`src/rtl/main_memory_arbiter_if.sv`:
```
// main_memory_arbiter_if: client request/ack ports and memory command bundle for main_memory_arbiter
interface main_memory_arbiter_if #(parameter int AWIDTH = 9, parameter int DWIDTH = 8);
  logic req_0, req_1, we_0, we_1;
  logic [AWIDTH-1:0] addr_0, addr_1, addr_mem;
  logic [DWIDTH-1:0] wdata_0, wdata_1, rdata_0, rdata_1, data_in, data_out;
  logic ack_0, ack_1, busy, gnt_id, proto_err, rd_mem, wr_mem, ready_mem;
  modport master(
    input req_0, req_1, we_0, we_1, addr_0, addr_1, wdata_0, wdata_1, data_out, ready_mem,
    output ack_0, ack_1, rdata_0, rdata_1, busy, gnt_id, proto_err, rd_mem, wr_mem, addr_mem, data_in
  );
  modport slave(
    output req_0, req_1, we_0, we_1, addr_0, addr_1, wdata_0, wdata_1, data_out, ready_mem,
    input ack_0, ack_1, rdata_0, rdata_1, busy, gnt_id, proto_err, rd_mem, wr_mem, addr_mem, data_in
  );
endinterface

```
`src/rtl/main_memory_arbiter.sv`:
```
// main_memory_arbiter: two-port round-robin arbiter sequencing one-cycle commands into main_memory
module main_memory_arbiter #(parameter int AWIDTH = 9, parameter int DWIDTH = 8) (
  input logic clk,
  input logic reset,
  main_memory_arbiter_if.master bus
);
  typedef enum logic [1:0] {IDLE, ISSUE, DONE} state_t;
  state_t state_q, state_d;
  logic last_q, last_d, gnt_q, gnt_d, busy_q, busy_d, perr_q, perr_d;
  logic rd_q, rd_d, wr_q, wr_d, ack_0_q, ack_0_d, ack_1_q, ack_1_d;
  logic [AWIDTH-1:0] addr_q, addr_d;
  logic [DWIDTH-1:0] wdat_q, wdat_d, rdata_0_q, rdata_0_d, rdata_1_q, rdata_1_d;
  logic start, fin, win, we_w;
  always_comb begin
    start = state_q == IDLE && (bus.req_0 || bus.req_1);
    fin = state_q == ISSUE;
    win = (bus.req_0 && bus.req_1) ? ~last_q : bus.req_1;
    we_w = win ? bus.we_1 : bus.we_0;
    state_d = start ? ISSUE : fin ? DONE : IDLE;
    last_d = start ? win : last_q;
    gnt_d = start ? win : gnt_q;
    rd_d = start && !we_w;
    wr_d = start && we_w;
    addr_d = start ? (win ? bus.addr_1 : bus.addr_0) : addr_q;
    wdat_d = start ? (win ? bus.wdata_1 : bus.wdata_0) : wdat_q;
    ack_0_d = fin && !gnt_q;
    ack_1_d = fin && gnt_q;
    // rd_q still marks the command type during ISSUE, so no separate we latch is needed
    rdata_0_d = (fin && rd_q && !gnt_q) ? bus.data_out : rdata_0_q;
    rdata_1_d = (fin && rd_q && gnt_q) ? bus.data_out : rdata_1_q;
    perr_d = perr_q || (fin && bus.ready_mem);
    busy_d = state_d != IDLE;
  end
  always_ff @(posedge clk) begin
    if (reset) begin
      state_q <= IDLE;
      last_q <= 1'b1;
      gnt_q <= 1'b0;
      busy_q <= 1'b0;
      perr_q <= 1'b0;
      rd_q <= 1'b0;
      wr_q <= 1'b0;
      ack_0_q <= 1'b0;
      ack_1_q <= 1'b0;
      addr_q <= '0;
      wdat_q <= '0;
      rdata_0_q <= '0;
      rdata_1_q <= '0;
    end else begin
      state_q <= state_d;
      last_q <= last_d;
      gnt_q <= gnt_d;
      busy_q <= busy_d;
      perr_q <= perr_d;
      rd_q <= rd_d;
      wr_q <= wr_d;
      ack_0_q <= ack_0_d;
      ack_1_q <= ack_1_d;
      addr_q <= addr_d;
      wdat_q <= wdat_d;
      rdata_0_q <= rdata_0_d;
      rdata_1_q <= rdata_1_d;
    end
  end
  assign bus.ack_0 = ack_0_q;
  assign bus.ack_1 = ack_1_q;
  assign bus.rdata_0 = rdata_0_q;
  assign bus.rdata_1 = rdata_1_q;
  assign bus.busy = busy_q;
  assign bus.gnt_id = gnt_q;
  assign bus.proto_err = perr_q;
  assign bus.rd_mem = rd_q;
  assign bus.wr_mem = wr_q;
  assign bus.addr_mem = addr_q;
  assign bus.data_in = wdat_q;
endmodule

```
`src/flat_wrapper.sv`:
```
// flat-port wrapper written by rule: the top's interface ports become plain ports
module main_memory_arbiter_flat 
#(parameter int AWIDTH = 9, parameter int DWIDTH = 8)
  (clk, reset, bus_req_0, bus_req_1, bus_we_0, bus_we_1, bus_addr_0, bus_addr_1, bus_wdata_0, bus_wdata_1, bus_data_out, bus_ready_mem, bus_ack_0, bus_ack_1, bus_rdata_0, bus_rdata_1, bus_busy, bus_gnt_id, bus_proto_err, bus_rd_mem, bus_wr_mem, bus_addr_mem, bus_data_in);
  main_memory_arbiter_if #(.AWIDTH(AWIDTH), .DWIDTH(DWIDTH)) bus_i ();
  input logic clk;
  input logic reset;
  input wire logic [$bits(bus_i.req_0)-1:0] bus_req_0;
  input wire logic [$bits(bus_i.req_1)-1:0] bus_req_1;
  input wire logic [$bits(bus_i.we_0)-1:0] bus_we_0;
  input wire logic [$bits(bus_i.we_1)-1:0] bus_we_1;
  input wire logic [$bits(bus_i.addr_0)-1:0] bus_addr_0;
  input wire logic [$bits(bus_i.addr_1)-1:0] bus_addr_1;
  input wire logic [$bits(bus_i.wdata_0)-1:0] bus_wdata_0;
  input wire logic [$bits(bus_i.wdata_1)-1:0] bus_wdata_1;
  input wire logic [$bits(bus_i.data_out)-1:0] bus_data_out;
  input wire logic [$bits(bus_i.ready_mem)-1:0] bus_ready_mem;
  output wire logic [$bits(bus_i.ack_0)-1:0] bus_ack_0;
  output wire logic [$bits(bus_i.ack_1)-1:0] bus_ack_1;
  output wire logic [$bits(bus_i.rdata_0)-1:0] bus_rdata_0;
  output wire logic [$bits(bus_i.rdata_1)-1:0] bus_rdata_1;
  output wire logic [$bits(bus_i.busy)-1:0] bus_busy;
  output wire logic [$bits(bus_i.gnt_id)-1:0] bus_gnt_id;
  output wire logic [$bits(bus_i.proto_err)-1:0] bus_proto_err;
  output wire logic [$bits(bus_i.rd_mem)-1:0] bus_rd_mem;
  output wire logic [$bits(bus_i.wr_mem)-1:0] bus_wr_mem;
  output wire logic [$bits(bus_i.addr_mem)-1:0] bus_addr_mem;
  output wire logic [$bits(bus_i.data_in)-1:0] bus_data_in;
  assign bus_i.req_0 = bus_req_0;
  assign bus_i.req_1 = bus_req_1;
  assign bus_i.we_0 = bus_we_0;
  assign bus_i.we_1 = bus_we_1;
  assign bus_i.addr_0 = bus_addr_0;
  assign bus_i.addr_1 = bus_addr_1;
  assign bus_i.wdata_0 = bus_wdata_0;
  assign bus_i.wdata_1 = bus_wdata_1;
  assign bus_i.data_out = bus_data_out;
  assign bus_i.ready_mem = bus_ready_mem;
  assign bus_ack_0 = bus_i.ack_0;
  assign bus_ack_1 = bus_i.ack_1;
  assign bus_rdata_0 = bus_i.rdata_0;
  assign bus_rdata_1 = bus_i.rdata_1;
  assign bus_busy = bus_i.busy;
  assign bus_gnt_id = bus_i.gnt_id;
  assign bus_proto_err = bus_i.proto_err;
  assign bus_rd_mem = bus_i.rd_mem;
  assign bus_wr_mem = bus_i.wr_mem;
  assign bus_addr_mem = bus_i.addr_mem;
  assign bus_data_in = bus_i.data_in;
  main_memory_arbiter #(.AWIDTH(AWIDTH), .DWIDTH(DWIDTH)) u_core (.clk(clk), .reset(reset), .bus(bus_i));
endmodule
```
`config.mk`:
```
export PLATFORM = sky130hd
export DESIGN_NAME = main_memory_arbiter_flat
export DESIGN_NICKNAME = d
export VERILOG_FILES = /design/src/rtl/main_memory_arbiter_if.sv /design/src/rtl/main_memory_arbiter.sv /design/src/flat_wrapper.sv
export SDC_FILE = /design/constraint.sdc
export NUM_CORES = 1
export LEC_CHECK = 0
export BUFFER_PORTS_ARGS = -buffer_cell sky130_fd_sc_hd__clkbuf_2
export CAP_MARGIN = 20
export CORE_AREA = 2 2 75 77
export DETAILED_ROUTE_END_ITERATION = 6
export DIE_AREA = 0 0 77 79
export PLACE_DENSITY = 0.6
export SETUP_SLACK_MARGIN = 0.5
export SLEW_MARGIN = 20
export SYNTH_ARGS = -nofsm -noshare
export SYNTH_HDL_FRONTEND = slang
export SYNTH_SLANG_ARGS = --single-unit
```
`constraint.sdc`:
```
create_clock -name clk -period 3.9 [get_ports clk]
set_clock_uncertainty 0.2 [all_clocks]
set_input_delay 0 -clock clk [delete_from_list [all_inputs] [get_ports clk]]
set_output_delay 0 -clock clk [all_outputs]
set_load 0.01 [all_outputs]
```
==> run_summary.xml <==
<?xml version="1.0" encoding="UTF-8"?>
<metrics>
  <group name="run_status">
    <metric name="run_status" unit="">finished, final reports clean</metric>
  </group>
  <group name="clocking">
    <metric name="tritoncts_num_sinks" unit="">43</metric>
    <metric name="clk_transition_reported_paths" unit="ns">0.08</metric>
    <metric name="tritoncts" unit="">done</metric>
    <metric name="cts-root-buf" unit="">sky130_fd_sc_hd__clkbuf_8</metric>
    <metric name="max-clock-path-buffers" unit="">2</metric>
    <metric name="clock_latency" unit="ns">0.29</metric>
    <metric name="cts_buffers" unit="">5</metric>
    <metric name="cts_htree_levels" unit="">2</metric>
  </group>
  <group name="place">
    <metric name="detailed_place_hpwl" unit="um">3020</metric>
    <metric name="place_area" unit="um^2">2220</metric>
    <metric name="io_buffers" unit="">88</metric>
    <metric name="finalWeightedCongestion" unit="">0.683</metric>
  </group>
  <group name="global_routing">
    <metric name="grt_usage" unit="">0.164</metric>
    <metric name="maximum_number_of_pins_on_one_net_before_global_route_repair" unit="">42</metric>
    <metric name="vias_in_the_first_global_route" unit="">1774</metric>
    <metric name="gr-total-overflow" unit="">0</metric>
    <metric name="grt_antenna_before_repair" unit="">0</metric>
    <metric name="grt_first_pass_wirelength" unit="um">8140</metric>
  </group>
  <group name="timing">
    <metric name="setup_total_negative_slack" unit="ns">0</metric>
    <metric name="fin_crit" unit="ns">2.61</metric>
    <metric name="worstMarginPinSlew" unit="ns">0.932</metric>
    <metric name="rsz0062_at_grt" unit="">false</metric>
    <metric name="finalSetupViolCount" unit="">0</metric>
    <metric name="timing.final.crit_share" unit="">0.670</metric>
    <metric name="maxSlewHeadroom" unit="">0.379</metric>
    <metric name="drv_slew" unit="">0</metric>
    <metric name="maxClockFrequency" unit="MHz">383</metric>
    <metric name="hold_viol" unit="">0</metric>
  </group>
  <group name="worst_setup_path">
    <metric name="critical-path-slowest-cell" unit="">sky130_fd_sc_hd__dlygate4sd3_1</metric>
    <metric name="reg2reg_to" unit="">u_core.bus.addr_mem[1]</metric>
    <metric name="worstPathRequired" unit="ns">3.88</metric>
    <metric name="cp_cell_sequence" unit="">nor2_1 &gt; buf_4 &gt; and2_4 &gt; a311oi_2 &gt; dlygate4sd3_1</metric>
    <metric name="worst_setup_path_start_kind" unit="">register</metric>
    <metric name="slowest_delay" unit="ns">0.61</metric>
    <metric name="worstPathArrival" unit="ns">2.60</metric>
    <metric name="worstReg2RegStart" unit="">u_core.state_q[1]</metric>
    <metric name="worst_setup_path_end_kind" unit="">register</metric>
    <metric name="criticalPathCategory" unit="">register to register</metric>
    <metric name="critical_path.max_fanout" unit="">17</metric>
    <metric name="ff2ff_setup_slack" unit="ns">1.29</metric>
    <metric name="reg2regPathDepth" unit="">5</metric>
  </group>
  <group name="layout">
    <metric name="final_area" unit="um^2">2830</metric>
    <metric name="layout.cells.most_common" unit="">sky130_fd_sc_hd__clkbuf_2</metric>
    <metric name="n_antenna_cell" unit="">0</metric>
    <metric name="share_of_final_layout_standard_cells_stronger_than_drive_strength_1" unit="">0.344</metric>
    <metric name="most-common-layout-cells" unit="">sky130_fd_sc_hd__clkbuf_2 (88), sky130_fd_sc_hd__nand2_1 (54), sky130_fd_sc_hd__dlygate4sd3_1 (48)</metric>
    <metric name="synthToLayoutAreaGrowth" unit="%">59.4</metric>
    <metric name="nNetsFinal" unit="">371</metric>
  </group>
  <group name="power">
    <metric name="power.leakage" unit="nW">1.28</metric>
    <metric name="max-vdd-ir-drop" unit="V">0.000157</metric>
    <metric name="power_per_cell_area" unit="nW/um^2">395</metric>
  </group>
  <group name="min_path">
    <metric name="hold_path_depth" unit="">4</metric>
    <metric name="worst_hold_path_type" unit="">input port to register</metric>
    <metric name="holdCritStartpoint" unit="">bus_ready_mem</metric>
    <metric name="min_to" unit="">u_core.bus.proto_err</metric>
  </group>
  <group name="yosys">
    <metric name="post-synth-top-area-fraction" unit="">0.484</metric>
    <metric name="synth.net_count" unit="">242</metric>
    <metric name="seq_total_area_yosys" unit="">0.484</metric>
    <metric name="netlist_instances" unit="">193</metric>
    <metric name="ys_ff_latch" unit="">43</metric>
    <metric name="yosysWarnings" unit="">0</metric>
    <metric name="netlist_area" unit="um^2">1780</metric>
    <metric name="synthDominantAreaCellType" unit="">sky130_fd_sc_hd__dfxtp_1</metric>
    <metric name="synth_cell_types" unit="">26</metric>
    <metric name="yosys-top-cells-area" unit="">sky130_fd_sc_hd__dfxtp_1 (48%), sky130_fd_sc_hd__nand2_1 (11%), sky130_fd_sc_hd__a311oi_2 (8.4%), sky130_fd_sc_hd__a21oi_1 (7.3%), sky130_fd_sc_hd__mux2i_1 (5.1%)</metric>
    <metric name="syn_avg_cell_area" unit="um^2">9.21</metric>
  </group>
  <group name="detailed_routing">
    <metric name="routed-via-count" unit="">1777</metric>
    <metric name="iteration_0_drc_count_of_the_detailed_router" unit="">51</metric>
    <metric name="drt_wl_total" unit="um">4810</metric>
    <metric name="routed_via_density" unit="">4.50</metric>
    <metric name="dr.pass1.iters" unit="">4</metric>
    <metric name="post_dr_wirelength_cell" unit="um">12.2</metric>
    <metric name="route.detailed.drc" unit="">0</metric>
    <metric name="antenna_violating_nets_post_route" unit="">0</metric>
  </group>
  <group name="floorplanning">
    <metric name="floorplan.io_pins" unit="">89</metric>
    <metric name="die_h" unit="um">79</metric>
    <metric name="initial_utilization" unit="">0.333</metric>
    <metric name="floorplan.die.width" unit="um">77</metric>
    <metric name="die_area" unit="um^2">6080</metric>
    <metric name="placement_rows" unit="">27</metric>
    <metric name="core" unit="um^2">5340</metric>
  </group>
  <group name="job">
    <metric name="maxCapViolations" unit="">0</metric>
  </group>
</metrics>
-- sequential cells by signal (all words and copies together) (netlist names) --
| signal | count |
|---|---|
| u_core.bus.addr_mem | 9 |
| u_core.bus.data_in | 8 |
| u_core.bus.rdata_0 | 8 |
| u_core.bus.rdata_1 | 8 |
| u_core.state_q | 2 |
| u_core.bus.ack_0 | 1 |
| u_core.bus.ack_1 | 1 |
| u_core.bus.busy | 1 |
| u_core.bus.gnt_id | 1 |
| u_core.bus.proto_err | 1 |
| u_core.bus.rd_mem | 1 |
| u_core.bus.wr_mem | 1 |
| u_core.last_q | 1 |
-- metal layers --
layer / up-vias / track usage / wire length [um]
met4: 0 / 0.0375 / 42
met5: - / 0 / 0
li1: 926 / - / -
met1: 775 / 0.190 / 2180
met2: 71 / 0.296 / 2200
met3: 5 / 0.0523 / 388
-- cell usage after synthesis --
library cell	count
sky130_fd_sc_hd__a21bo_2	2
sky130_fd_sc_hd__inv_1	2
sky130_fd_sc_hd__nand4b_1	1
sky130_fd_sc_hd__buf_4	3
sky130_fd_sc_hd__nor2b_1	1
sky130_fd_sc_hd__nor3_1	1
sky130_fd_sc_hd__and2_1	1
sky130_fd_sc_hd__nor2_1	11
sky130_fd_sc_hd__buf_6	3
sky130_fd_sc_hd__nor3b_1	1
sky130_fd_sc_hd__a311oi_1	7
sky130_fd_sc_hd__and4bb_2	1
sky130_fd_sc_hd__a221o_1	1
sky130_fd_sc_hd__or3b_1	1
sky130_fd_sc_hd__and2_4	1
sky130_fd_sc_hd__a21oi_1	26
sky130_fd_sc_hd__a311oi_2	10
sky130_fd_sc_hd__dfxtp_1	43
sky130_fd_sc_hd__nand2_1	54
sky130_fd_sc_hd__buf_2	4
sky130_fd_sc_hd__or2_1	1
sky130_fd_sc_hd__o21ai_0	2
sky130_fd_sc_hd__a21boi_4	1
sky130_fd_sc_hd__mux2i_1	9
sky130_fd_sc_hd__clkbuf_1	5
sky130_fd_sc_hd__and4b_1	1
-- kinds of logic (layout without fill, tap and decap cells) --
logic type             count (synthesis)  in the layout  synth area share
AO/OA/AOI/OAI                         49             49             0.225
multiplexers                           9              9            0.0507
flip-flops                            43             43             0.484
buffers and inverters                 17            147            0.0577
AND/OR/NAND/NOR                       75             75             0.182
-- report_power, final --
part	switching [mW]	internal (mW)
clock	0.152	0.256
sequential	0.0186	0.469
combinational	0.105	0.120
-- worst max-delay path: cells and delay by family (launching register included) --
family	cells	cell delay, ns
AO/OA/AOI/OAI	1	0.14
AND/OR/NAND/NOR	2	0.92
flip-flops	1	0.34
buffers and inverters	2	0.92
-- what timing repair did --
item / 4_1_cts / 5_1_grt
hold buffers: 48 / 0
endpoints found under the hold margin: 38 / 0
buffers inserted: 0 / 0
resized for setup: 0 / 0
-- layout make-up --
cell class                 instances  area (um^2)
sequential                        43          861
inverter                           2         7.51
clock inverter                     2         60.1
timing repair buffer             137          928
tap                               72         90.1
multi-input combinational        133          815
fill                             538         2500
clock buffer                       6         72.6
-- how the worst max path moves through the flow --
stage | slack, ns | endpoint | depth (start not counted) | startpoint
after floorplan | 2.49 | u_core.bus.rdata_0[0] | 4 | u_core.bus.gnt_id
after global placement | 1.91 | u_core.bus.addr_mem[0] | 4 | u_core.state_q[1]
after detailed placement | 1.88 | u_core.bus.addr_mem[7] | 4 | u_core.state_q[1]
after CTS | 1.31 | u_core.bus.addr_mem[7] | 5 | u_core.state_q[1]
after global routing | 1.10 | u_core.bus.addr_mem[7] | 5 | u_core.state_q[1]
final | 1.29 | u_core.bus.addr_mem[1] | 5 | u_core.state_q[1]
-- per-stage QoR --
stage | hold WS (ns) | total power, mW | cells | utilization | worst slack, ns
2_1_floorplan | -0.0914 | 0.607 | 193 | - | 2.49
3_3_place_gp | 0.00262 | 0.668 | 339 | 0.416 | 1.91
3_5_place_dp | 0.00880 | 0.669 | 339 | 0.416 | 1.88
4_1_cts | 0.240 | 1.13 | 395 | 0.531 | 1.31
5_1_grt | 0.272 | 1.18 | 395 | 0.531 | 1.10
6_report | 0.242 | 1.12 | 395 | 0.531 | 1.29
(Power assumes the default switching activity.)
